===== src/rtl/inst_sequencer_pkg.sv =====
// Shared types for the instruction sequencer: mnemonics, instruction packet
// layouts and the sequencer state encoding.
package inst_sequencer_pkg;

    typedef enum logic [3:0] {
        OP_NOP        = 4'h0,
        OP_MATMUL     = 4'h1,
        OP_ACCMOV     = 4'h2,
        OP_LOADMAC    = 4'h3,
        OP_MATMULT    = 4'h4,
        OP_MATADD     = 4'h5,
        OP_MATLOAD    = 4'h6,
        OP_MATSTORE   = 4'h7,
        OP_MAT_UPDATE = 4'h8,
        OP_HALT       = 4'h9,
        OP_REPEAT     = 4'hA
    } opcode_e;

    typedef struct packed {
        logic [3:0]  mnemonic;
        logic [27:0] operands;
    } generic_inst_packet_t;

    typedef struct packed {
        logic [3:0]  mnemonic;
        logic [7:0]  iterations;
        logic [11:0] body_len;
        logic [7:0]  unused;
    } repeat_inst_packet_t;

    typedef union packed {
        logic [31:0]          raw;
        generic_inst_packet_t generic;
        repeat_inst_packet_t  rpt;
    } inst_packet_t;

    typedef enum logic [2:0] {
        S_IDLE,
        S_FETCH,
        S_DECODE,
        S_DISPATCH,
        S_HALTED,
        S_ERROR
    } seq_state_e;

    function automatic logic is_datapath(input logic [3:0] mnemonic);
        return (mnemonic >= OP_MATMUL) && (mnemonic <= OP_MAT_UPDATE);
    endfunction

endpackage


===== src/rtl/inst_loop_ctrl.sv =====
// Single-level REPEAT loop bookkeeping: holds the loop bounds and counter,
// computes the successor pc and flags illegal REPEAT instructions.
module inst_loop_ctrl
    import inst_sequencer_pkg::*;
#(
    parameter int PC_W  = 12,
    parameter int CNT_W = 8
) (
    input  logic             clk,
    input  logic             rst_n,
    input  logic             clear,
    input  logic             rpt_valid,
    input  logic [11:0]      body_len,
    input  logic [CNT_W-1:0] iterations,
    input  logic             advance,
    input  logic             halt,
    input  logic [PC_W-1:0]  pc,
    output logic [PC_W-1:0]  next_pc,
    output logic             loop_active,
    output logic             err_zero_len,
    output logic             err_nested
);

    logic [PC_W-1:0]  loop_start_q, loop_start_d;
    logic [PC_W-1:0]  loop_end_q, loop_end_d;
    logic [CNT_W-1:0] loop_cnt_q, loop_cnt_d;
    logic             loop_active_q, loop_active_d;
    logic             at_end;
    logic             load;

    assign at_end       = loop_active_q && (pc == loop_end_q);
    assign err_zero_len = rpt_valid && (body_len == 12'd0);
    assign err_nested   = rpt_valid && loop_active_q;
    assign load         = rpt_valid && !err_zero_len && !err_nested;
    assign loop_active  = loop_active_q;

    // Wrapping is implicit: every pc sum is truncated to PC_W bits.
    assign next_pc = (at_end && (loop_cnt_q != '0)) ? loop_start_q : pc + PC_W'(1);

    always_comb begin
        // NOTE: every signal gets a default first so no path leaves it unassigned (no latch).
        loop_start_d  = loop_start_q;
        loop_end_d    = loop_end_q;
        loop_cnt_d    = loop_cnt_q;
        loop_active_d = loop_active_q;
        if (clear) begin
            loop_start_d  = '0;
            loop_end_d    = '0;
            loop_cnt_d    = '0;
            loop_active_d = 1'b0;
        end else if (load) begin
            loop_start_d  = pc + PC_W'(1);
            loop_end_d    = pc + PC_W'(body_len);
            loop_cnt_d    = iterations;
            loop_active_d = 1'b1;
        end else if (halt) begin
            loop_active_d = 1'b0;
        end else if (advance && at_end) begin
            if (loop_cnt_q != '0) loop_cnt_d    = loop_cnt_q - CNT_W'(1);
            else                  loop_active_d = 1'b0;
        end
    end

    always_ff @(posedge clk or negedge rst_n) begin
        if (!rst_n) begin
            loop_start_q  <= '0;
            loop_end_q    <= '0;
            loop_cnt_q    <= '0;
            loop_active_q <= 1'b0;
        end else begin
            // NOTE: state registers use non-blocking assignments so all flops update together.
            loop_start_q  <= loop_start_d;
            loop_end_q    <= loop_end_d;
            loop_cnt_q    <= loop_cnt_d;
            loop_active_q <= loop_active_d;
        end
    end

endmodule


===== src/rtl/inst_sequencer.sv =====
// Program sequencer: fetches and decodes instruction words, consumes NOP/HALT/
// REPEAT locally and issues datapath instructions over a valid/ready handshake.
module inst_sequencer
    import inst_sequencer_pkg::*;
#(
    parameter int PC_W  = 12,
    parameter int CNT_W = 8
) (
    input  logic            clk,
    input  logic            rst_n,
    input  logic            start,
    input  logic [PC_W-1:0] start_addr,
    output logic            imem_rd_en,
    output logic [PC_W-1:0] imem_addr,
    input  logic [31:0]     imem_rdata,
    output logic            inst_valid,
    output logic [31:0]     inst_data,
    input  logic            inst_ready,
    output logic            busy,
    output logic            done,
    output logic            error,
    output logic [PC_W-1:0] pc
);

    seq_state_e      state_q, state_d;
    logic [PC_W-1:0] pc_q, pc_d;
    logic [31:0]     inst_data_q, inst_data_d;
    logic            rd_en_q, rd_en_d;
    logic            inst_valid_q, inst_valid_d;
    logic            busy_q, busy_d;
    logic            done_q, done_d;
    logic            error_q, error_d;

    inst_packet_t    pkt;
    logic [3:0]      mnemonic;
    logic            in_decode;
    logic            idle_like;
    logic            loop_clear;
    logic            rpt_valid;
    logic            halt_take;
    logic            advance;
    logic            handshake;
    logic [PC_W-1:0] next_pc;
    logic            loop_active;
    logic            err_zero_len;
    logic            err_nested;

    assign pkt        = inst_packet_t'(imem_rdata);
    assign mnemonic   = pkt.generic.mnemonic;
    assign in_decode  = (state_q == S_DECODE);
    assign idle_like  = (state_q == S_IDLE) || (state_q == S_HALTED) || (state_q == S_ERROR);
    assign loop_clear = idle_like && start;
    assign rpt_valid  = in_decode && (mnemonic == OP_REPEAT);
    assign halt_take  = in_decode && (mnemonic == OP_HALT);
    assign handshake  = (state_q == S_DISPATCH) && inst_ready;
    assign advance    = (in_decode && (mnemonic == OP_NOP)) || handshake;

    inst_loop_ctrl #(
        .PC_W  (PC_W),
        .CNT_W (CNT_W)
    ) u_loop_ctrl (
        .clk          (clk),
        .rst_n        (rst_n),
        .clear        (loop_clear),
        .rpt_valid    (rpt_valid),
        .body_len     (pkt.rpt.body_len),
        .iterations   (CNT_W'(pkt.rpt.iterations)),
        .advance      (advance),
        .halt         (halt_take),
        .pc           (pc_q),
        .next_pc      (next_pc),
        .loop_active  (loop_active),
        .err_zero_len (err_zero_len),
        .err_nested   (err_nested)
    );

    always_comb begin
        state_d      = state_q;
        pc_d         = pc_q;
        inst_data_d  = inst_data_q;
        rd_en_d      = 1'b0;
        inst_valid_d = inst_valid_q;
        busy_d       = busy_q;
        done_d       = done_q;
        error_d      = error_q;
        unique case (state_q)
            S_IDLE, S_HALTED, S_ERROR: begin
                if (start) begin
                    state_d = S_FETCH;
                    pc_d    = start_addr;
                    rd_en_d = 1'b1;
                    busy_d  = 1'b1;
                    done_d  = 1'b0;
                    error_d = 1'b0;
                end
            end
            S_FETCH: state_d = S_DECODE;
            S_DECODE: begin
                if (mnemonic == OP_NOP) begin
                    state_d = S_FETCH;
                    pc_d    = next_pc;
                    rd_en_d = 1'b1;
                end else if (mnemonic == OP_HALT) begin
                    state_d = S_HALTED;
                    busy_d  = 1'b0;
                    done_d  = 1'b1;
                end else if (mnemonic == OP_REPEAT && !err_zero_len && !err_nested) begin
                    state_d = S_FETCH;
                    pc_d    = pc_q + PC_W'(1);
                    rd_en_d = 1'b1;
                end else if (is_datapath(mnemonic)) begin
                    state_d      = S_DISPATCH;
                    inst_data_d  = imem_rdata;
                    inst_valid_d = 1'b1;
                end else begin
                    // Illegal REPEAT and reserved mnemonics both land here.
                    state_d = S_ERROR;
                    busy_d  = 1'b0;
                    error_d = 1'b1;
                end
            end
            S_DISPATCH: begin
                if (inst_ready) begin
                    state_d      = S_FETCH;
                    pc_d         = next_pc;
                    rd_en_d      = 1'b1;
                    inst_valid_d = 1'b0;
                end
            end
            default: state_d = S_IDLE;
        endcase
    end

    always_ff @(posedge clk or negedge rst_n) begin
        if (!rst_n) begin
            state_q      <= S_IDLE;
            pc_q         <= '0;
            inst_data_q  <= '0;
            rd_en_q      <= 1'b0;
            inst_valid_q <= 1'b0;
            busy_q       <= 1'b0;
            done_q       <= 1'b0;
            error_q      <= 1'b0;
        end else begin
            state_q      <= state_d;
            pc_q         <= pc_d;
            inst_data_q  <= inst_data_d;
            rd_en_q      <= rd_en_d;
            inst_valid_q <= inst_valid_d;
            busy_q       <= busy_d;
            done_q       <= done_d;
            error_q      <= error_d;
        end
    end

    assign imem_rd_en = rd_en_q;
    assign imem_addr  = pc_q;
    assign inst_valid = inst_valid_q;
    assign inst_data  = inst_data_q;
    assign busy       = busy_q;
    assign done       = done_q;
    assign error      = error_q;
    assign pc         = pc_q;

endmodule


===== config.mk =====
export PLATFORM = sky130hd
export DESIGN_NAME = inst_sequencer
export DESIGN_NICKNAME = d
export VERILOG_FILES = /design/src/rtl/inst_sequencer_pkg.sv /design/src/rtl/inst_loop_ctrl.sv /design/src/rtl/inst_sequencer.sv
export SDC_FILE = /design/constraint.sdc
export NUM_CORES = 1
export LEC_CHECK = 0
export ABC_AREA = 1
export BUFFER_PORTS_ARGS = -buffer_cell sky130_fd_sc_hd__buf_4
export CAP_MARGIN = 20
export CORE_AREA = 2 2 135 137
export DETAILED_ROUTE_END_ITERATION = 7
export DIE_AREA = 0 0 137 139
export REMOVE_ABC_BUFFERS = 1
export SYNTH_ARGS = -nofsm -noshare
export SYNTH_HDL_FRONTEND = slang
export SYNTH_SLANG_ARGS = --single-unit

===== constraint.sdc =====
create_clock -name clk -period 4.8 [get_ports clk]
set_input_delay 0.72 -clock clk [delete_from_list [all_inputs] [get_ports clk]]
set_output_delay 0.72 -clock clk [all_outputs]
set_load 0.005 [all_outputs]

==> run_results.csv <==
group,metric,value,unit
sta,setup_viol,0,
synthesis,synth_most_common_cell,"nand2_1",
clocking,post_cts_buffers,0,
worst_setup_path,cp.required,5.04,ns
worst_setup_path,worstSetupEndpoint,"u_loop_ctrl.loop_cnt_q[4]$_DFFE_PN0P_",
layout,n_fill_cell,1882,
drt,routed_via_density,4.58,
sta,relSlewSlack,0.516,
placed_design,dpl.cell_count,1012,
floorplanning,start_util,0.294,
sta,setup_tns,0,ns
clocking,clkSinkCount,85,
floorplanning,die_w,137,um
layout,diodes,0,
clocking,cts_made_buffers,9,
placed_design,port_buffers,108,
floorplanning,die_h,139,um
grt,overflow,0,
worst_setup_path,crit_arrival,3.04,ns
worst_setup_path,ff2ff_path_depth,10,
synthesis,synth.distinct_cells,41,
job,maxCapViolCount,0,
worst_setup_path,worstReg2RegStart,"state_q[2]$_DFFE_PN0P_",
floorplanning,core_area,17700,um2
synthesis,synth-edff-count,0,
worst_setup_path,startpoint_type,"register",
sta,grt_setup_unrepaired,"false",
sta,finalHoldViolations,0,
sta,holdWs,0.418,ns
layout,finalNonFillerCells,1028,
grt,antenna_found_initial,0,
layout,design_area,6410,um2
worst_setup_path,crit_slowest_cell,"nand2_2",
worst_setup_path,crit_top_cell,"nand2_1",
synthesis,ys_seq_area_frac,0.410,
clocking,cts_resized,0,
power,power.share.switching,0.440,
sta,fin_crit_sh,0.583,
grt,grt_util_all_layers,0.155,
floorplanning,rows,49,
power,clkPwrFrac,0.177,
drt,vias,4710,
synthesis,synth_area_leader_cell,"dfrtp_1",
worst_setup_path,end_kind,"register",
worst_setup_path,reg2reg_slack,2.00,ns
clocking,holdBufCountCts,0,
worst_setup_path,crit_path_start,"state_q[2]$_DFFE_PN0P_",
synthesis,async_flop_share,1.00,
placed_design,hpwl,10.6,mm
placed_design,dpl_cell_area,6110,um2
synthesis,netlist_instances,702,
worst_setup_path,rr_endpoint,"u_loop_ctrl.loop_cnt_q[4]$_DFFE_PN0P_",
grt,grt_pass1_wl,23.1,mm
layout,seqCellArea,2130,um2
sta,slew_viol_final,0,
clocking,clk_pin_slew,0.06,ns
min_path,hp-class,"input port to asynchronous set/reset pin",
floorplanning,die_area,19000,um2
clocking,clock_latency,0.35,ns
sta,max_freq,358,MHz
worst_setup_path,cp_slowest_stage_delay,0.59,ns
drt,drt_iter0_drc,217,
power,ir_drop,0.000207,V
drt,ant_nets,0,
power,p_switching,0.00177,W
sta,skew,0.00699,ns
drt,dr.pass1.iters,5,
synthesis,syn_avg_cell_area,7.39,um2
clocking,root_buffer,"clkbuf_16",
synthesis,synth_area,5190,um2
grt,grt_pass1_vias,4619,
floorplanning,io_pins,109,
layout,area_delta_synth_final,23.5,%
clocking,cts.htree.levels,3,
synthesis,synth_common_cells,"nand2_1 (234), dfrtp_1 (85), inv_1 (68), nor2_1 (55)",
worst_setup_path,crit_chain,"nor2_4, inv_2, nor2_8, nand3_4, nand2_2, inv_2, nand2_1, o21ai_0, nand2_1, nand2_1",
clocking,clk_path_buf_depth,2,
layout,final_nets,856,
power,p_leak,3.30,nW
power,combPwrFrac,0.505,
drt,wirelength,14.5,mm
layout,multi_input_area,2540,um2
synthesis,synth_ff_type,"dfrtp_1",
worst_setup_path,cp_max_fo,36,
placed_design,place.gp.congestion,0.870,
drt,drc,0,
sta,timing.final.crit_period,2.80,ns
sta,tightest_slew,0.726,ns
synthesis,yosysWarningCount,0,
drt,wl_per_cell,14.1,um
power,p_int,0.00226,W
clocking,cts_tree,"built",
synthesis,netlist.area_leader.share,0.410,
outcome,outcome,"complete, no violations",
worst_setup_path,path_class,"register to register",
power,pwr_density_cell,628,nW/um2
synthesis,synthTopCellsByArea,"dfrtp_1 (41%), nand2_1 (17%), inv_1 (4.9%)",
power,power_frac_seq,0.319,
synthesis,ys_ff_latch,85,
grt,grt_max_degree,54,
layout,layout-drive-gt1-share,0.218,
==> critical path, delay by kind of cell, from the launching register on <==
family                 cells  cell delay, ns
buffers and inverters      2            0.49
and+or+nand+nor            7            1.70
AOI/OAI and AO/OA          1            0.08
DFF                        1            0.40
==> final cells by class <==
cell class | count | area share
clock buffers | 9 | 0.0351
clock inverters | 7 | 0.0117
inverters | 86 | 0.0511
multi-input cells | 502 | 0.397
flip-flops and latches | 85 | 0.332
well taps | 229 | 0.0447
repair buffers | 110 | 0.129
==> worst min-delay path by stage <==
stage | startpoint | to | depth (start not counted)
after floorplan | rst_n | busy$_DFFE_PN0P_ | 0
after global placement | inst_data[1]$_DFFE_PN0P_ | inst_data[1]$_DFFE_PN0P_ | 2
after detailed placement | inst_data[11]$_DFFE_PN0P_ | inst_data[11]$_DFFE_PN0P_ | 2
after CTS | rst_n | inst_data[26]$_DFFE_PN0P_ | 1
after global routing | rst_n | inst_data[23]$_DFFE_PN0P_ | 1
final | rst_n | inst_data[24]$_DFFE_PN0P_ | 1
==> kinds of logic after synthesis <==
| logic type | share of synthesized area |
|---|---|
| AO/OA/AOI/OAI | 0.120 |
| XOR/XNOR | 0.0337 |
| adder cells (fa/ha/maj) | 0.0352 |
| buffers and inverters | 0.100 |
| flip-flops | 0.410 |
| AND/OR/NAND/NOR | 0.301 |
==> registers in the layout, summed over array words and instances, names as in the netlist <==
signal	cells
inst_data	32
imem_addr	12
u_loop_ctrl.loop_end_q	12
u_loop_ctrl.loop_start_q	12
u_loop_ctrl.loop_cnt_q	8
state_q	3
busy	1
done	1
error	1
imem_rd_en	1
inst_valid	1
u_loop_ctrl.loop_active	1
==> power groups by stage <==
stage                     combinational [W]  sequential [W]  clock [W]
after detailed placement            0.00204         0.00130          0
after floorplan                     0.00128         0.00123          0
final                               0.00203         0.00128   0.000712
after global routing                0.00231         0.00132   0.000767
after CTS                           0.00205         0.00129   0.000741
after global placement              0.00202         0.00129          0
==> metal layers <==
metal	vias to the layer above	GRT usage	wire, um
met4	0	0.0331	134
met1	2176	0.206	6930
met5	-	0	0
met3	9	0.0380	744
li1	2408	-	-
met2	117	0.254	6680
==> placed cells by master, fill, tap and decap left out, types with 2 or more instances in the layout <==
cell / synthesis / final
o22ai_1: 13 / 13
nor2_2: 6 / 6
nor2_8: 2 / 2
clkbuf_16: 0 / 9
a21oi_2: 3 / 3
o21ai_1: 33 / 33
nor3_4: 2 / 2
o31ai_1: 2 / 2
clkinv_4: 0 / 3
xnor2_1: 10 / 10
nand3_1: 21 / 21
o21bai_1: 2 / 2
o21ai_0: 33 / 33
buf_4: 16 / 110
inv_2: 16 / 16
nor2_1: 55 / 55
inv_4: 2 / 2
inv_1: 68 / 68
nor2_4: 3 / 3
a21oi_1: 22 / 22
nand2_1: 234 / 234
nor3_1: 7 / 7
dfrtp_1: 85 / 85
nand3_4: 2 / 2
ha_1: 13 / 13
nand2_2: 9 / 9
xor2_1: 10 / 10
clkinv_2: 0 / 2
nand4_1: 9 / 9
==> stage by stage <==
stage          total power (W)  utilization  setup WS (ns)
3_5_place_dp           0.00333        0.346           1.83
3_3_place_gp           0.00332        0.346           1.91
4_1_cts                0.00408        0.363           1.95
5_1_grt                0.00440        0.363           1.79
6_report               0.00403        0.363           2.00
2_1_floorplan          0.00251            -           2.49
Note: power is estimated with default switching activity, not from simulation.
